===== src/rtl/onchip_mem_arbiter_if.sv =====
// Avalon-MM master/slave bundle used by each port of onchip_mem_arbiter.
// The master modport is the requester side, the slave modport is the arbiter side.
interface onchip_mem_arbiter_if #(
   parameter int ADDR_W = 13,
   parameter int DATA_W = 32
);
   localparam int BE_W = DATA_W / 8;

   logic [ADDR_W-1:0] address;
   logic              read;
   logic              write;
   logic [BE_W-1:0]   byteenable;
   logic [DATA_W-1:0] writedata;
   logic              waitrequest;
   logic [DATA_W-1:0] readdata;
   logic              readdatavalid;

   modport master (
      output address, read, write, byteenable, writedata,
      input  waitrequest, readdata, readdatavalid
   );

   modport slave (
      input  address, read, write, byteenable, writedata,
      output waitrequest, readdata, readdatavalid
   );
endinterface


===== src/rtl/onchip_mem_arbiter.sv =====
// Two-master arbiter in front of a single-port on-chip RAM (8192 x 32 by default).
// Commands are accepted one at a time: IDLE arbitrates, ISSUE drives the RAM and
// accepts the command, RESP captures the registered RAM output for a read.
// Optional macro ONCHIP_MEM_ARB_FIXED_PRIO_EN: m0 always wins a tie (m1 may starve);
// without it ties are broken round-robin using last_grant.
module onchip_mem_arbiter #(
   parameter int ADDR_W = 13,
   parameter int DATA_W = 32
) (
   input  logic                  clk,
   input  logic                  reset,
   onchip_mem_arbiter_if.slave   m0,
   onchip_mem_arbiter_if.slave   m1,
   output logic [ADDR_W-1:0]     mem_address,
   output logic [DATA_W/8-1:0]   mem_byteenable,
   output logic                  mem_chipselect,
   output logic                  mem_write,
   output logic [DATA_W-1:0]     mem_writedata,
   output logic                  mem_clken,
   input  logic [DATA_W-1:0]     mem_readdata
);
   typedef enum logic [1:0] {IDLE, ISSUE, RESP} state_t;

   state_t            state, state_nxt;
   logic              grant, grant_nxt, grant_take;
   logic              last_grant;
   logic              req0, req1;
   logic              g_read, g_write;
   logic [DATA_W-1:0] rdata0, rdata1;
   logic              rvalid0, rvalid1;

   assign req0    = m0.read | m0.write;
   assign req1    = m1.read | m1.write;
   assign g_read  = grant ? m1.read  : m0.read;
   assign g_write = grant ? m1.write : m0.write;

   // Address/data always follow the granted master; only chipselect qualifies them.
   assign mem_address    = grant ? m1.address    : m0.address;
   assign mem_byteenable = grant ? m1.byteenable : m0.byteenable;
   assign mem_writedata  = grant ? m1.writedata  : m0.writedata;
   assign mem_clken      = ~reset;

   assign m0.waitrequest   = ~((state == ISSUE) && !grant);
   assign m1.waitrequest   = ~((state == ISSUE) &&  grant);
   assign m0.readdata      = rdata0;
   assign m1.readdata      = rdata1;
   assign m0.readdatavalid = rvalid0;
   assign m1.readdatavalid = rvalid1;

   // Arbitration, next-state and RAM strobes.
   always_comb begin
      // NOTE: every output gets a default first so no path leaves it unassigned (no latch).
      state_nxt      = state;
      grant_nxt      = grant;
      grant_take     = 1'b0;
      mem_chipselect = 1'b0;
      mem_write      = 1'b0;
      unique case (state)
         IDLE: begin
            if (req0 || req1) begin
               grant_take = 1'b1;
               state_nxt  = ISSUE;
`ifdef ONCHIP_MEM_ARB_FIXED_PRIO_EN
               grant_nxt  = req0 ? 1'b0 : 1'b1;
`else
               grant_nxt  = (req0 && req1) ? ~last_grant : req1;
`endif
            end
         end
         ISSUE: begin
            mem_chipselect = 1'b1;
            mem_write      = g_write;
            // A write wins over a simultaneous read, so only a pure read waits for data.
            state_nxt      = (g_read && !g_write) ? RESP : IDLE;
         end
         RESP:    state_nxt = IDLE;
         default: state_nxt = IDLE;
      endcase
   end

   // State, grant and round-robin history registers.
   always_ff @(posedge clk) begin
      // NOTE: sequential state uses non-blocking assignments so every flop samples pre-edge values.
      if (reset) begin
         state      <= IDLE;
         grant      <= 1'b0;
         last_grant <= 1'b1;
      end else begin
         state <= state_nxt;
         if (grant_take) begin
            grant      <= grant_nxt;
            last_grant <= grant_nxt;
         end
      end
   end

   // Read-data return: capture RAM output in RESP and pulse valid for one cycle.
   always_ff @(posedge clk) begin
      if (reset) begin
         rvalid0 <= 1'b0;
         rvalid1 <= 1'b0;
         rdata0  <= '0;
         rdata1  <= '0;
      end else begin
         rvalid0 <= (state == RESP) && !grant;
         rvalid1 <= (state == RESP) &&  grant;
         if (state == RESP) begin
            if (grant) rdata1 <= mem_readdata;
            else       rdata0 <= mem_readdata;
         end
      end
   end
endmodule


===== src/flat_wrapper.sv =====
// flat-port wrapper written by rule: the top's interface ports become plain ports
module onchip_mem_arbiter_flat 
#(
   parameter int ADDR_W = 13,
   parameter int DATA_W = 32
)
  (clk, reset, mem_address, mem_byteenable, mem_chipselect, mem_write, mem_writedata, mem_clken, mem_readdata, m0_address, m0_read, m0_write, m0_byteenable, m0_writedata, m0_waitrequest, m0_readdata, m0_readdatavalid, m1_address, m1_read, m1_write, m1_byteenable, m1_writedata, m1_waitrequest, m1_readdata, m1_readdatavalid);
  onchip_mem_arbiter_if #(.ADDR_W(ADDR_W), .DATA_W(DATA_W)) m0_i ();
  onchip_mem_arbiter_if #(.ADDR_W(ADDR_W), .DATA_W(DATA_W)) m1_i ();
  input  logic clk;
  input  logic reset;
  output logic [ADDR_W-1:0] mem_address;
  output logic [DATA_W/8-1:0] mem_byteenable;
  output logic mem_chipselect;
  output logic mem_write;
  output logic [DATA_W-1:0] mem_writedata;
  output logic mem_clken;
  input  logic [DATA_W-1:0] mem_readdata;
  input wire logic [$bits(m0_i.address)-1:0] m0_address;
  input wire logic [$bits(m0_i.read)-1:0] m0_read;
  input wire logic [$bits(m0_i.write)-1:0] m0_write;
  input wire logic [$bits(m0_i.byteenable)-1:0] m0_byteenable;
  input wire logic [$bits(m0_i.writedata)-1:0] m0_writedata;
  output wire logic [$bits(m0_i.waitrequest)-1:0] m0_waitrequest;
  output wire logic [$bits(m0_i.readdata)-1:0] m0_readdata;
  output wire logic [$bits(m0_i.readdatavalid)-1:0] m0_readdatavalid;
  input wire logic [$bits(m1_i.address)-1:0] m1_address;
  input wire logic [$bits(m1_i.read)-1:0] m1_read;
  input wire logic [$bits(m1_i.write)-1:0] m1_write;
  input wire logic [$bits(m1_i.byteenable)-1:0] m1_byteenable;
  input wire logic [$bits(m1_i.writedata)-1:0] m1_writedata;
  output wire logic [$bits(m1_i.waitrequest)-1:0] m1_waitrequest;
  output wire logic [$bits(m1_i.readdata)-1:0] m1_readdata;
  output wire logic [$bits(m1_i.readdatavalid)-1:0] m1_readdatavalid;
  assign m0_i.address = m0_address;
  assign m0_i.read = m0_read;
  assign m0_i.write = m0_write;
  assign m0_i.byteenable = m0_byteenable;
  assign m0_i.writedata = m0_writedata;
  assign m0_waitrequest = m0_i.waitrequest;
  assign m0_readdata = m0_i.readdata;
  assign m0_readdatavalid = m0_i.readdatavalid;
  assign m1_i.address = m1_address;
  assign m1_i.read = m1_read;
  assign m1_i.write = m1_write;
  assign m1_i.byteenable = m1_byteenable;
  assign m1_i.writedata = m1_writedata;
  assign m1_waitrequest = m1_i.waitrequest;
  assign m1_readdata = m1_i.readdata;
  assign m1_readdatavalid = m1_i.readdatavalid;
  onchip_mem_arbiter #(.ADDR_W(ADDR_W), .DATA_W(DATA_W)) u_core (.clk(clk), .reset(reset), .m0(m0_i), .m1(m1_i), .mem_address(mem_address), .mem_byteenable(mem_byteenable), .mem_chipselect(mem_chipselect), .mem_write(mem_write), .mem_writedata(mem_writedata), .mem_clken(mem_clken), .mem_readdata(mem_readdata));
endmodule

===== config.mk =====
export PLATFORM = sky130hd
export DESIGN_NAME = onchip_mem_arbiter_flat
export DESIGN_NICKNAME = d
export VERILOG_FILES = /design/src/rtl/onchip_mem_arbiter_if.sv /design/src/rtl/onchip_mem_arbiter.sv /design/src/flat_wrapper.sv
export SDC_FILE = /design/constraint.sdc
export NUM_CORES = 1
export LEC_CHECK = 0
export ABC_AREA = 1
export CAP_MARGIN = 20
export CORE_AREA = 2 2 102 104
export CTS_BUF_LIST = sky130_fd_sc_hd__clkbuf_4 sky130_fd_sc_hd__clkbuf_8
export DETAILED_ROUTE_END_ITERATION = 8
export DIE_AREA = 0 0 104 106
export HOLD_SLACK_MARGIN = 0.03
export PLACE_DENSITY = 0.93
export SETUP_SLACK_MARGIN = 0.4
export SYNTH_ARGS = -nofsm -noshare
export SYNTH_HDL_FRONTEND = slang
export SYNTH_SLANG_ARGS = --single-unit

===== constraint.sdc =====
create_clock -name clk -period 1.75 [get_ports clk]
set_input_delay 0.525 -clock clk [delete_from_list [all_inputs] [get_ports clk]]
set_output_delay 0.525 -clock clk [all_outputs]
set_load 0.02 [all_outputs]

==> results.ini <==
[run_status]
outcome = complete, but fails checks
failed_checks = negative setup slack

[power]
powerDensity_nw_per_um2 = 661
peakVddDrop_mv = 0.583
comb_power_share_pct = 31.6
p_int_mw = 3.22
p_switching_mw = 1.39
swShare_pct = 30.1
leakage_nw = 3.02
seqPwrFrac_pct = 36.2
p_clk_share_pct = 32.2

[synthesis]
yosys_register_bits = 70
yosysWarnings = 0
yosys-top-cells-count = nand2_1, inv_1, dfxtp_1
ys_seq_area_share_pct = 41.5
synth_edf_count = 0
synth_top_flop_cell = dfxtp_1
yosysTopAreaCell = dfxtp_1
netlist_top_cells_area = dfxtp_1, nand2_1, inv_1, a21oi_1, o21ai_0
async_flop_share_pct = 0
yosysMostFrequentCell = nand2_1
synth_nets = 616
synth_cells = 480
syn_area_um2 = 3380
synth_top_area_share_pct = 41.5
synth_area_per_cell_um2 = 7.04
yosysUniqueCellTypes = 21

[setup_path]
worstPathArrival_ps = 1290
worstRegToRegCells = 8
startpoint = m1_writedata[2]
max_stage_delay_ps = 490
cp-end-kind = output port
crit_chain = clkdlybuf4s50_1, nand2_1, nand2_2, buf_4
r2r-start = u_core.grant
crit_end = mem_writedata[2]
critical_path_required_ps = 1220
slowest_stage = clkdlybuf4s50_1
r2r_slack_ps = 330
startpoint_type = input pin
worst_r2r_endpoint = u_core.m0.readdata[23]
crit_path_max_fanout = 1
worstSetupPathType = in2out

[job]
max_cap_viol_count = 0

[detailed_routing]
via_per_inst = 4.60
drc_errors = 0
wire_per_inst_um = 15.7
drt_iter0_markers = 221
first_pass_iters = 4
dr_total_vias = 4097
finalWirelength_um = 14000
ant_nets = 0

[timing]
setup_violations = 38
final.setup.worst_slack_ps = -64.1
holdWs_ps = 452
slew_headroom_pct = 71.1
rsz0062_at_grt = yes
fin_worst_skew_ps = 13.4
hold_violations = 0
drv_slew = 0
worstMarginPinSlew_ps = 433
fmax_mhz = 551
finalCritPeriodShare_pct = 104
tns_ps = -667
period_minus_slack_ps = 1810

[worst_hold_path]
hold_class = reg2reg

[placement]
hpwl_um = 9920
port_buffers = 255
post_dp_cell_area_um2 = 6230
gp_congestion = 0.837
dp.cells = 854

[clock_network]
cts_max_level = 3
hold_buffers = 0
clockBufferDepth = 2
cts_buffers = 9
clkSinkCount = 70
cts_root_buf = clkbuf_8
tritoncts = done
insertion_delay_ps = 340
clkTransAtPathRegs_ps = 80

[cells_and_area]
ff_latch_area_um2 = 1490
instances_no_fill = 891
area_delta_synth_final_pct = 106
nets = 886
insertedDiodeCount = 0
fin_util_pct = 69.7
multiInputGateArea_um2 = 1670
fill_cells = 748
finalInstanceArea_um2 = 6970
drive_above_1_share_pct = 46.5

[grt]
grt_max_degree = 66
overflow = 0
grt_pass1_vias = 4147
track_usage_pct = 23.1
grt_pass1_wl_um = 20600
antenna_found_initial = 0

[floorplanning]
boundaryPins = 256
die_w_um = 104
initial_utilization_pct = 33.8
rows = 37
die_area_um2 = 11000
dieHeight_um = 106
core_area_um2 = 10000

-- how the worst min path moves through the flow --
stage	from	endpoint	slack [ps]	depth (start not counted)
floorplan	u_core.last_grant	u_core.last_grant	430	2
global placement	u_core.m1.readdata[13]	u_core.m1.readdata[13]	430	2
detailed placement	u_core.m0.readdata[31]	u_core.m0.readdata[31]	440	2
CTS	u_core.m1.readdata[0]	u_core.m1.readdata[0]	450	2
global route	reset	u_core.grant	460	3
finish	u_core.m1.readdata[24]	u_core.m1.readdata[24]	450	2
-- timing repair --
item                                    CTS  global route
setup buffers                             6             8
endpoints found under the setup margin  187           177
pin swaps                                32             0
endpoints found under the hold margin     0             0
gates resized for setup                 692           156
gates cloned                              0             7
-- power groups by stage --
stage / sequential (mW) / combinational [mW] / clock [mW]
6_report: 1.67 / 1.46 / 1.48
5_1_grt: 1.67 / 1.54 / 1.59
4_1_cts: 1.66 / 1.39 / 1.51
2_1_floorplan: 1.72 / 0.596 / 0
3_3_place_gp: 1.69 / 1.33 / 0
3_5_place_dp: 1.69 / 1.36 / 0
-- worst max-delay path: cells and delay by family --
kind                   cells  cell delay [ps]
buffers and inverters      2              620
and+or+nand+nor            2              150
-- area by class of cell --
| cell class | count | share of cell area [%] |
|---|---|---|
| clock buffer | 10 | 1.89 |
| clock inverter | 6 | 1.35 |
| inverter | 74 | 4.31 |
| multi-input combinational | 304 | 24.0 |
| sequential | 70 | 21.4 |
| tap | 136 | 2.44 |
| timing repair buffer | 291 | 44.7 |
-- cells by family (layout without fill, tap and decap cells) --
kind of cell,count (synthesis),count (layout),share of synthesized area (%)
AOI/OAI and AO/OA,133,133,24.4
and+or+nand+nor,171,171,19.5
DFF,70,70,41.5
buffers and inverters,106,381,14.7
-- metal layers --
metal	wire [um]	part of all wire, %	track usage [%]
met1	5200	37	24.0
met2	7340	53	43.2
met3	975	7.0	6.74
met4	450	3.2	10.1
met5	0	0	0
-- metrics by stage --
stage / setup WS [ps] / total power [mW]
6_report: -64.1 / 4.61
5_1_grt: -118 / 4.81
4_1_cts: -68.7 / 4.56
3_5_place_dp: -924 / 3.05
3_3_place_gp: -919 / 3.02
2_1_floorplan: 344 / 2.32
-- sequential cells by signal, summed over array words and instances, names as in the netlist --
register                 cells
u_core.m0.readdata          32
u_core.m1.readdata          32
u_core.last_grant            1
u_core.grant                 1
u_core.m1.readdatavalid      1
u_core.state                 2
u_core.m0.readdatavalid      1
-- layout by cell type, fill, tap and decap left out, types with 2 or more instances in the layout --
cell type        synthesis  layout
dlymetal6s2s_1           0       2
nand2_4                  0       2
clkbuf_8                 0       9
inv_2                    1       3
o21ai_2                 20      23
o21ai_0                 41      20
nand2_2                  0      53
clkinv_4                 0       2
nor2_1                   8       7
a21oi_1                 44      44
dfxtp_1                 70       3
o21ai_1                  5      22
buf_4                    2      34
inv_1                   72      68
a21oi_2                 22      22
nand2_1                159     104
clkbuf_16                0       5
dlygate4sd2_1            0      17
dfxtp_2                  0      66
clkdlybuf4s50_1          0     114
buf_12                   0       7
buf_8                    2       4
buf_2                    7       2
buf_6                    7     105
bufinv_16                0       2
(Power assumes the default switching activity.)
